--- config.mk ---
export PLATFORM = sky130hd
export DESIGN_NAME = sensor_responder_flat
export DESIGN_NICKNAME = d
export VERILOG_FILES = /design/src/rtl/sensor_responder_if.sv /design/src/rtl/sensor_responder.sv /design/src/flat_wrapper.sv
export SDC_FILE = /design/constraint.sdc
export NUM_CORES = 1
export LEC_CHECK = 0
export ABC_AREA = 1
export BUFFER_PORTS_ARGS = -buffer_cell sky130_fd_sc_hd__buf_2
export CORE_AREA = 2 2 139 73
export DETAILED_ROUTE_END_ITERATION = 10
export DIE_AREA = 0 0 141 75
export PLACE_DENSITY = 0.49
export SETUP_SLACK_MARGIN = 0.1
export SYNTH_ARGS = -nofsm -noshare
export SYNTH_HDL_FRONTEND = slang
export SYNTH_SLANG_ARGS = --single-unit
--- constraint.sdc ---
create_clock -name clock -period 3.3 [get_ports clock]
set_clock_uncertainty 0.05 [all_clocks]
set_input_delay 0.165 -clock clock [delete_from_list [all_inputs] [get_ports clock]]
set_output_delay 0.165 -clock clock [all_outputs]
set_load 0.03 [all_outputs]
--- src/rtl/sensor_responder_if.sv ---
// Serial link and sensor-side signals of the polled sensor responder.
// The slave modport is the responder's view; master is the arbitrator/bench.
interface sensor_responder_if;
  logic       rx;
  logic       tx;
  logic [7:0] sensor_data;
  logic       busy;
  logic       frame_err;
  logic [7:0] poll_count;

  modport slave (
    input  rx, sensor_data,
    output tx, busy, frame_err, poll_count
  );

  modport master (
    output rx, sensor_data,
    input  tx, busy, frame_err, poll_count
  );
endinterface

--- src/rtl/sensor_responder.sv ---
// Half-duplex UART poll responder: receives an address byte, and on a match answers
// with the latched sensor sample followed by its CRC-8 (poly 0x07), back-to-back.
module sensor_responder #(
  parameter int unsigned CLKS_PER_BIT = 434,
  parameter logic [2:0]  SENSOR_ID    = 3'd1
) (
  input logic          clock,
  input logic          reset,
  sensor_responder_if.slave bus
);
  localparam int unsigned TW       = $clog2(CLKS_PER_BIT);
  localparam logic [TW-1:0] BIT_END  = TW'(CLKS_PER_BIT - 1);
  localparam logic [TW-1:0] HALF_END = TW'(CLKS_PER_BIT / 2 - 1);

  typedef enum logic [2:0] {
    IDLE, RX_START, RX_DATA, RX_STOP, TX_DATA, TX_CRC
  } state_e;

  state_e        state_q, state_d;
  logic [1:0]    sync_q;
  logic          rx_s;
  logic          armed_q, armed_d;
  logic [TW-1:0] timer_q, timer_d;
  logic [3:0]    bitcnt_q, bitcnt_d;
  logic [7:0]    shift_q, shift_d;
  logic [7:0]    data_q, data_d;
  logic [7:0]    crc_q, crc_d;
  logic [7:0]    poll_q, poll_d;
  logic          ferr_q, ferr_d;
  logic          tick, stop_good, addr_hit, latch;
  logic          tx_o, busy_o;
  logic [7:0]    tx_byte;

  function automatic logic [7:0] crc8(input logic [7:0] d);
    logic [7:0] c;
    c = d;
    for (int i = 0; i < 8; i++)
      c = c[7] ? ({c[6:0], 1'b0} ^ 8'h07) : {c[6:0], 1'b0};
    return c;
  endfunction

  assign rx_s = sync_q[1];

  always_ff @(posedge clock or posedge reset) begin
    if (reset) sync_q <= 2'b11;
    else       sync_q <= {sync_q[0], bus.rx};
  end

  // Start bit is resampled at half a bit; everything else lands on full-bit ticks.
  always_comb begin
    tick = (state_q == RX_START) ? (timer_q == HALF_END) : (timer_q == BIT_END);
  end

  assign stop_good = (state_q == RX_STOP) && tick && rx_s;
  assign addr_hit  = (shift_q[2:0] == SENSOR_ID);
  assign latch     = stop_good && addr_hit;

  // ---------------- FSM: state register ----------------
  always_ff @(posedge clock or posedge reset) begin
    if (reset) state_q <= IDLE;
    else       state_q <= state_d;
  end

  // ---------------- FSM: next state ----------------
  always_comb begin
    state_d = state_q;
    unique case (state_q)
      IDLE:     if (armed_q && !rx_s) state_d = RX_START;
      RX_START: if (tick) state_d = rx_s ? IDLE : RX_DATA;
      RX_DATA:  if (tick && bitcnt_q == 4'd7) state_d = RX_STOP;
      RX_STOP:  if (tick) state_d = latch ? TX_DATA : IDLE;
      TX_DATA:  if (tick && bitcnt_q == 4'd9) state_d = TX_CRC;
      TX_CRC:   if (tick && bitcnt_q == 4'd9) state_d = IDLE;
      default:  state_d = IDLE;
    endcase
  end

  // ---------------- FSM: outputs ----------------
  always_comb begin
    tx_byte = (state_q == TX_CRC) ? crc_q : data_q;
    tx_o    = 1'b1;
    busy_o  = 1'b0;
    if (state_q == TX_DATA || state_q == TX_CRC) begin
      busy_o = 1'b1;
      if (bitcnt_q == 4'd0)      tx_o = 1'b0;
      else if (bitcnt_q <= 4'd8) tx_o = tx_byte[bitcnt_q[2:0] - 3'd1];
      else                       tx_o = 1'b1;
    end
  end

  assign bus.tx         = tx_o;
  assign bus.busy       = busy_o;
  assign bus.frame_err  = ferr_q;
  assign bus.poll_count = poll_q;

  // ---------------- datapath next state ----------------
  always_comb begin
    timer_d  = (state_q == IDLE || state_d != state_q || tick) ? '0 : timer_q + 1'b1;
    bitcnt_d = bitcnt_q;
    if (state_d != state_q)
      bitcnt_d = 4'd0;
    else if (tick && (state_q == RX_DATA || state_q == TX_DATA || state_q == TX_CRC))
      bitcnt_d = bitcnt_q + 4'd1;

    shift_d = shift_q;
    if (state_q == RX_DATA && tick) shift_d = {rx_s, shift_q[7:1]};

    // A new start edge only counts after rx has been seen idle-high inside IDLE.
    armed_d = (state_q == IDLE) && (state_d == IDLE) && (armed_q || rx_s);

    data_d = data_q;
    crc_d  = crc_q;
    poll_d = poll_q;
    if (latch) begin
      data_d = bus.sensor_data;
      crc_d  = crc8(bus.sensor_data);
      poll_d = poll_q + 8'd1;
    end

    ferr_d = (state_q == RX_STOP) && tick && !rx_s;
  end

  always_ff @(posedge clock or posedge reset) begin
    if (reset) begin
      timer_q  <= '0;
      bitcnt_q <= '0;
      shift_q  <= '0;
      armed_q  <= 1'b0;
      data_q   <= '0;
      crc_q    <= '0;
      poll_q   <= '0;
      ferr_q   <= 1'b0;
    end else begin
      timer_q  <= timer_d;
      bitcnt_q <= bitcnt_d;
      shift_q  <= shift_d;
      armed_q  <= armed_d;
      data_q   <= data_d;
      crc_q    <= crc_d;
      poll_q   <= poll_d;
      ferr_q   <= ferr_d;
    end
  end
endmodule

--- src/flat_wrapper.sv ---
// flat-port wrapper written by rule: the top's interface ports become plain ports
module sensor_responder_flat 
#(
  parameter int unsigned CLKS_PER_BIT = 434,
  parameter logic [2:0]  SENSOR_ID    = 3'd1
)
  (clock, reset, bus_rx, bus_sensor_data, bus_tx, bus_busy, bus_frame_err, bus_poll_count);
  sensor_responder_if bus_i ();
  input logic clock;
  input logic reset;
  input wire logic [$bits(bus_i.rx)-1:0] bus_rx;
  input wire logic [$bits(bus_i.sensor_data)-1:0] bus_sensor_data;
  output wire logic [$bits(bus_i.tx)-1:0] bus_tx;
  output wire logic [$bits(bus_i.busy)-1:0] bus_busy;
  output wire logic [$bits(bus_i.frame_err)-1:0] bus_frame_err;
  output wire logic [$bits(bus_i.poll_count)-1:0] bus_poll_count;
  assign bus_i.rx = bus_rx;
  assign bus_i.sensor_data = bus_sensor_data;
  assign bus_tx = bus_i.tx;
  assign bus_busy = bus_i.busy;
  assign bus_frame_err = bus_i.frame_err;
  assign bus_poll_count = bus_i.poll_count;
  sensor_responder #(.CLKS_PER_BIT(CLKS_PER_BIT), .SENSOR_ID(SENSOR_ID)) u_core (.clock(clock), .reset(reset), .bus(bus_i));
endmodule
==> results.tsv, run 1 <==
stage	metric	value	unit
drt	final WL	5.33	mm
critical_path	reg2reg path depth	13	
finish	most frequent cells in the layout	nand2_1, dfrtp_1, inv_1	
yosys	Yosys reg bits	52	
drt	Via Count	2007	
critical_path	maximum net fanout on the critical path	14	
critical_path	CP Cell Sequence	nor2_1, nand2_1, a21oi_1, o21ai_0, nand3_1, nand2_1, o21ai_1, o31ai_1, nand3_1, buf_2	
finish	fraction of final layout cells with drive strength greater than 1	18.6	%
placement	DP Wirelength	4.05	mm
floorplanning	# IOs	22	
clock_network	CTS Buffer Depth	2	
timing	setup TNS	0	ns
finish	FF/Latch Area	0.00130	mm^2
hold_path	class of the most critical hold timing path	input port to flop	
critical_path	Max stage delay cell, worst path	dfrtp_1	
finish	Multi-input gate area	0.00127	mm^2
pwr	Switching Fraction	24.7	%
yosys	yosys synthesis warning count	0	
pwr	leak pwr	1.60	nW
critical_path	Worst Setup End Kind	output pin	
global_routing	number of antenna violations at the first check in global routing	0	
pwr	switching component of the power	0.408	mW
timing	Max Freq	0.391	GHz
critical_path	arrival time of data at the critical path endpoint	2.35	ns
global_routing	Tot GR Track Use	11.2	%
floorplanning	initial cell density of the core	29.7	%
floorplanning	DIE AREA	0.0106	mm^2
drt	# DRC	0	
critical_path	capture point of the worst path	bus_tx	
critical_path	path type of the worst setup path	flop to output pin	
yosys	dominant cells by area after synthesis	dfrtp_1, xor2_1, nand2_1	
timing	Tcrit/Tclk final	77.6	%
global_routing	total congestion overflow	0	
finish	growth of design area from synthesis to finish	16.9	%
floorplanning	Core Area	0.00929	mm^2
timing	setup repair after global routing missed its margin	false	
critical_path	r2r setup slk	1.11	ns
pwr	Int Pwr	1.24	mW
clock_network	clock tree from TritonCTS	built	
critical_path	Crit Reg-Reg Startpoint	u_core.state_q[0]	
floorplanning	standard-cell rows	25	
timing	final number of max-transition violations	0	
job	total of max-cap violations	0	
timing	final setup vio count	0	
global_routing	largest net degree at the start of global routing	53	
pwr	relative contribution of the clock network to total power	44.9	%
outcome	outcome	complete, no violations	
critical_path	data required time of the critical path	3.08	ns
placement	routability congestion estimate	0.828	
drt	Post-DRT Antenna Nets	0	
drt	number of iterations in the first detailed-routing pass	4	
pwr	logic gate share of total power	13.8	%
timing	Relative slew margins	29.1	%
finish	most common library cell in the layout ignoring fill and taps	nand2_1	
drt	via density per instance	4.37	
clock_network	number of clock buffers inserted by TritonCTS	5	
critical_path	element type at the critical path start	flop	
yosys	Yosys top cell area share	45.3	%
yosys	synthesized net count	328	
timing	worst-margin pin slew	1.06	ns
placement	count of input and output buffers	21	
critical_path	endpoint of the most critical register-to-register path	u_core.crc_q[1]	
global_routing	wire length of the first global-routing pass	9.48	mm
finish	share of the core filled with cells	34.7	%
global_routing	via count of the first global-routing pass	2074	
yosys	number of different library cells in the post-synthesis netlist	33	
drt	mean routed wirelength per cell	11.6	um
pwr	Peak supply drop	0.000183	V
floorplanning	height of the chip	75	um
yosys	number of instances in the synthesized netlist	311	
clock_network	CTS clk-pin slew, worst paths	0.07	ns
critical_path	delay of the slowest critical-path stage	0.45	ns
yosys	post-synthesis instance area	0.00276	mm^2
clock_network	number of sinks driven by the clock tree	52	
yosys	fraction of the yosys area taken by sequential cells	47.2	%
finish	number of filler cells placed in the layout	952	
yosys	mean cell area of the mapped netlist	8.88	um^2
timing	hold violation count in the final report	0	
yosys	library cell with the largest summed area after synthesis	dfrtp_1	
pwr	power density relative to cell area	510	mW/mm^2
floorplanning	die span in x	141	um
finish	number of diodes	0	
critical_path	Crit. Startpoint	u_core.state_q[1]	
pwr	Flop pwr share	41.3	%
timing	minimum clock period after layout	2.56	ns
drt	initial drt markers	96	
clock_network	number of levels in the clock H-tree	2	
finish	Final nets	354	
clock_network	CTS Root Buffer Type	clkbuf_16	
clock_network	clock latency on the worst-skew pair	0.29	ns
-- cell type report --
| type | instances | share of cell area [%] |
|---|---|---|
| clock buffer | 5 | 3.88 |
| sequential | 52 | 40.4 |
| tap | 121 | 4.69 |
| inverter | 45 | 5.23 |
| timing repair buffer | 22 | 3.57 |
| clock inverter | 3 | 2.79 |
| multi-input combinational | 211 | 39.5 |
-- cell usage after synthesis (all sizes together) --
cell type	n
nand2	58
dfrtp	50
inv	45
nor2	40
o21ai	22
xor2	22
nand3	19
a21oi	9
mux2	7
nand4	7
xnor2	7
ha	6
nor3	5
buf	3
dfstp	2
nor3b	2
o31ai	2
nor4	1
o211ai	1
o21bai	1
o311ai	1
or2	1
-- layer usage --
layer | global-route usage (%) | part of all wire (%) | up-vias
li1 | - | - | 1038
met1 | 14.3 | 51 | 934
met2 | 19.3 | 46 | 25
met3 | 2.35 | 2.3 | 10
met4 | 4.11 | 1.4 | 0
met5 | 0 | 0 | -
-- metrics by stage --
stage          worst slack (ns)  cells  total power [mW]  hold slack (ns)  instance area (um^2)
2_1_floorplan             0.978    311             0.869            0.119                  2760
6_report                  0.739    459              1.65           0.0639                  3230
3_5_place_dp               1.02    450             0.923            0.223                  3000
5_1_grt                   0.476    459              1.73           0.0965                  3230
4_1_cts                   0.701    459              1.67           0.0723                  3230
3_3_place_gp               1.04    450             0.922            0.222                  3000
-- what timing repair did --
| action | 4_1_cts | 5_1_grt |
|---|---|---|
| hold buffers | 1 | 0 |
| hold endpoints to repair | 1 | 0 |
| setup buffers | 0 | 0 |
| resized for setup | 0 | 0 |
-- critical path, delay by kind of cell (launching register included) --
| kind | cells | cell delay (ns) |
|---|---|---|
| DFF | 1 | 0.45 |
| AOI/OAI and AO/OA | 4 | 0.57 |
| buffers and inverters | 1 | 0.20 |
| and+or+nand+nor | 5 | 0.82 |
-- sequential cells by signal, summed over array words and instances, names as in the netlist, 2 cells and up --
signal	flops
u_core.sync_q	2
u_core.crc_q	8
u_core.shift_q	8
u_core.data_q	8
u_core.state_q	3
u_core.bus.poll_count	8
u_core.bitcnt_q	4
u_core.timer_q	9
-- worst min path at each step --
stage                     depth (start not counted)  slack [ns]               end               start
final                                             3        0.06  u_core.data_q[0]  bus_sensor_data[0]
after detailed placement                          1        0.22  u_core.sync_q[0]              bus_rx
after floorplan                                   0        0.12  u_core.sync_q[0]              bus_rx
after CTS                                         3        0.07  u_core.data_q[0]  bus_sensor_data[0]
after global routing                              3         0.1  u_core.data_q[0]  bus_sensor_data[0]
after global placement                            1        0.22  u_core.sync_q[0]              bus_rx
-- cell families after synthesis --
logic type | share of synthesized area (%)
AOI/OAI and AO/OA | 7.20
xor gates and xnor gates | 9.20
muxes | 2.85
adders and majority gates | 2.72
buffers and inverters | 6.66
and+or+nand+nor | 24.2
DFF | 47.2
-- power by group through the flow --
| stage | combinational [mW] | sequential (mW) | clock (mW) |
|---|---|---|---|
| 6_report | 0.227 | 0.681 | 0.740 |
| 4_1_cts | 0.231 | 0.681 | 0.755 |
| 2_1_floorplan | 0.181 | 0.689 | 0 |
| 5_1_grt | 0.264 | 0.685 | 0.782 |
| 3_3_place_gp | 0.229 | 0.693 | 0 |
| 3_5_place_dp | 0.229 | 0.693 | 0 |
Power figures use the tool's default switching activity.
==> run 2: changes to the inputs <==
--- a/config.mk
+++ b/config.mk
@@ -10,7 +10,7 @@
 export CORE_AREA = 2 2 139 73
 export DETAILED_ROUTE_END_ITERATION = 10
 export DIE_AREA = 0 0 141 75
-export PLACE_DENSITY = 0.49
+export PLACE_DENSITY = 0.51
 export SETUP_SLACK_MARGIN = 0.1
 export SYNTH_ARGS = -nofsm -noshare
 export SYNTH_HDL_FRONTEND = slang
==> constraint.sdc (replaced) <==
create_clock -name clock -period 2.3 [get_ports clock]
set_clock_uncertainty 0.05 [all_clocks]
set_input_delay 0.115 -clock clock [delete_from_list [all_inputs] [get_ports clock]]
set_output_delay 0.115 -clock clock [all_outputs]
set_load 0.03 [all_outputs]
==> results.tsv, run 2 (same netlist as run 1, synthesis figures left out) <==
stage	metric	value	unit	change
finish	growth of design area from synthesis to finish	19.6	%	was 16.9%
critical_path	path type of the worst setup path	flop to output pin		unchanged
critical_path	maximum net fanout on the critical path	8		was 14
floorplanning	die span in x	141	um	unchanged
timing	final setup vio count	0		unchanged
pwr	power density relative to cell area	654	mW/mm^2	was 510 mW/mm^2
timing	hold violation count in the final report	0		unchanged
floorplanning	DIE AREA	0.0106	mm^2	unchanged
timing	Hold Slack	0.0151	ns	was 0.0639 ns
global_routing	total congestion overflow	0		unchanged
global_routing	wire length of the first global-routing pass	9.31	mm	was 9.48 mm
hold_path	class of the most critical hold timing path	input port to flop		unchanged
timing	Max Freq	0.483	GHz	
critical_path	arrival time of data at the critical path endpoint	1.91	ns	was 2.35 ns
critical_path	data required time of the critical path	2.13	ns	was 3.08 ns
job	total of max-cap violations	0		unchanged
finish	most common library cell in the layout ignoring fill and taps	nand2_1		unchanged
floorplanning	initial cell density of the core	29.7	%	unchanged
critical_path	Worst Setup End Kind	output pin		unchanged
global_routing	largest net degree at the start of global routing	27		was 53
floorplanning	# IOs	22		unchanged
clock_network	CTS clk-pin slew, worst paths	0.06	ns	was 0.07 ns
floorplanning	Core Area	0.00929	mm^2	unchanged
timing	minimum clock period after layout	2.07	ns	
clock_network	number of levels in the clock H-tree	2		unchanged
drt	via density per instance	4.33		was 4.37
drt	Via Count	2046		was 2007
pwr	Peak supply drop	0.000479	V	was 0.000183 V
critical_path	element type at the critical path start	flop		unchanged
finish	final std cells w/o fill	472		was 459
finish	Final nets	367		was 354
drt	number of iterations in the first detailed-routing pass	4		unchanged
drt	initial drt markers	76		was 96
timing	setup repair after global routing missed its margin	true		was false
floorplanning	height of the chip	75	um	unchanged
placement	total placed cells including tap cells	456		was 450
drt	Post-DRT Antenna Nets	0		unchanged
finish	share of the core filled with cells	35.6	%	was 34.7%
clock_network	CTS Buffer Depth	2		unchanged
clock_network	clock tree from TritonCTS	built		unchanged
drt	# DRC	0		unchanged
finish	flip-flop count of the largest register, all copies and words added	9		unchanged
finish	number of diodes	0		unchanged
pwr	Total Power Consumption	2.16	mW	was 1.65 mW
global_routing	Tot GR Track Use	11.0	%	was 11.2%
placement	count of input and output buffers	21		unchanged
placement	routability congestion estimate	0.866		was 0.828
global_routing	via count of the first global-routing pass	1947		was 2074
timing	final number of max-transition violations	0		unchanged
global_routing	number of antenna violations at the first check in global routing	0		unchanged
finish	fraction of final layout cells with drive strength greater than 1	23.4	%	was 18.6%
placement	DP Wirelength	4.11	mm	was 4.05 mm
clock_network	clock latency on the worst-skew pair	0.28	ns	was 0.29 ns
drt	mean routed wirelength per cell	12.0	um	was 11.6 um
timing	setup TNS	0	ns	unchanged
timing	Relative slew margins	61.2	%	was 29.1%
timing	worst-margin pin slew	0.581	ns	was 1.06 ns
clock_network	number of clock buffers inserted by TritonCTS	5		unchanged
floorplanning	standard-cell rows	25		unchanged
pwr	leak pwr	1.63	nW	was 1.60 nW
finish	register ranked first by flip-flop count	u_core.timer_q		unchanged
finish	most frequent cells in the layout	nand2_1, dfrtp_1, inv_1		unchanged
clock_network	CTS Root Buffer Type	clkbuf_16		unchanged
outcome	outcome	complete, no violations		unchanged
clock_network	number of sinks driven by the clock tree	52		unchanged
finish	number of filler cells placed in the layout	930		was 952
drt	final WL	5.65	mm	was 5.33 mm
timing	Tcrit/Tclk final	90.0	%	
[run 2: final timing paths]
| path | end | startpoint | cells past startpoint | slack (ns) |
|---|---|---|---|---|
| hold reg to reg | u_core.sync_q[1] | u_core.sync_q[0] | 0 | 0.31 |
| min in group asynchronous | u_core.bus.poll_count[7] | reset | 3 | 0.38 |
| setup reg to reg | u_core.timer_q[5] | u_core.state_q[0] | 13 | 0.31 |
| hold / removal | u_core.data_q[1] | bus_sensor_data[1] | 3 | 0.02 |
| setup / recovery | bus_tx | u_core.bitcnt_q[0] | 9 | 0.23 |
| max in group asynchronous | u_core.state_q[0] | reset | 4 | 1.17 |
[run 2: cell type report]
| cell class | count | area, um^2 | area share (%) |
|---|---|---|---|
| flip-flops and latches | 52 | 1310 | 39.6 |
| well taps | 121 | 151 | 4.58 |
| multi-input cells | 212 | 1300 | 39.3 |
| clock buffers | 6 | 129 | 3.90 |
| repair buffers | 34 | 210 | 6.36 |
| clock inverters | 2 | 35.0 | 1.06 |
| inverters | 45 | 173 | 5.23 |
[run 2: timing repair]
item / in CTS / in global routing
endpoints found under the hold margin: 23 / 0
endpoints found under the setup margin: 1 / 1
setup buffers: 0 / 5
pin swaps: 0 / 2
gates cloned: 0 / 1
hold buffers: 2 / 0
resized for setup: 4 / 7
[run 2: worst max-delay path, cell delays in order, from the launching register on]
cell	delay [ns]
dfrtp_2	0.46
clkinvlp_4	0.12
ha_1	0.34
inv_1	0.09
nand3_1	0.09
nand3_1	0.08
o21ai_1	0.08
o31ai_1	0.07
nand3_1	0.11
buf_4	0.18
[run 2: metal layers]
layer  up-vias  wire [um]  global-route usage (%)
li1       1068          -                       -
met1       945       2930                    15.3
met2        29       2530                    18.0
met3         4        143                    1.91
met4         0         47                    3.00
met5         -          0                       0
[run 2: per-stage QoR]
stage / cell area (um^2) / setup WS (ns)
2_1_floorplan: 2760 / 0.239
3_3_place_gp: 3050 / 0.222
3_5_place_dp: 3050 / 0.206
4_1_cts: 3250 / 0.135
5_1_grt: 3300 / 0.0673
6_report: 3300 / 0.230
[run 2: report_power, final]
group / switching, mW / total [mW] / leakage [nW] / internal (mW)
logic: 0.233 / 0.338 / 0.913 / 0.105
registers: 0.0447 / 0.991 / 0.637 / 0.946
clock network: 0.319 / 0.831 / 0.0808 / 0.512
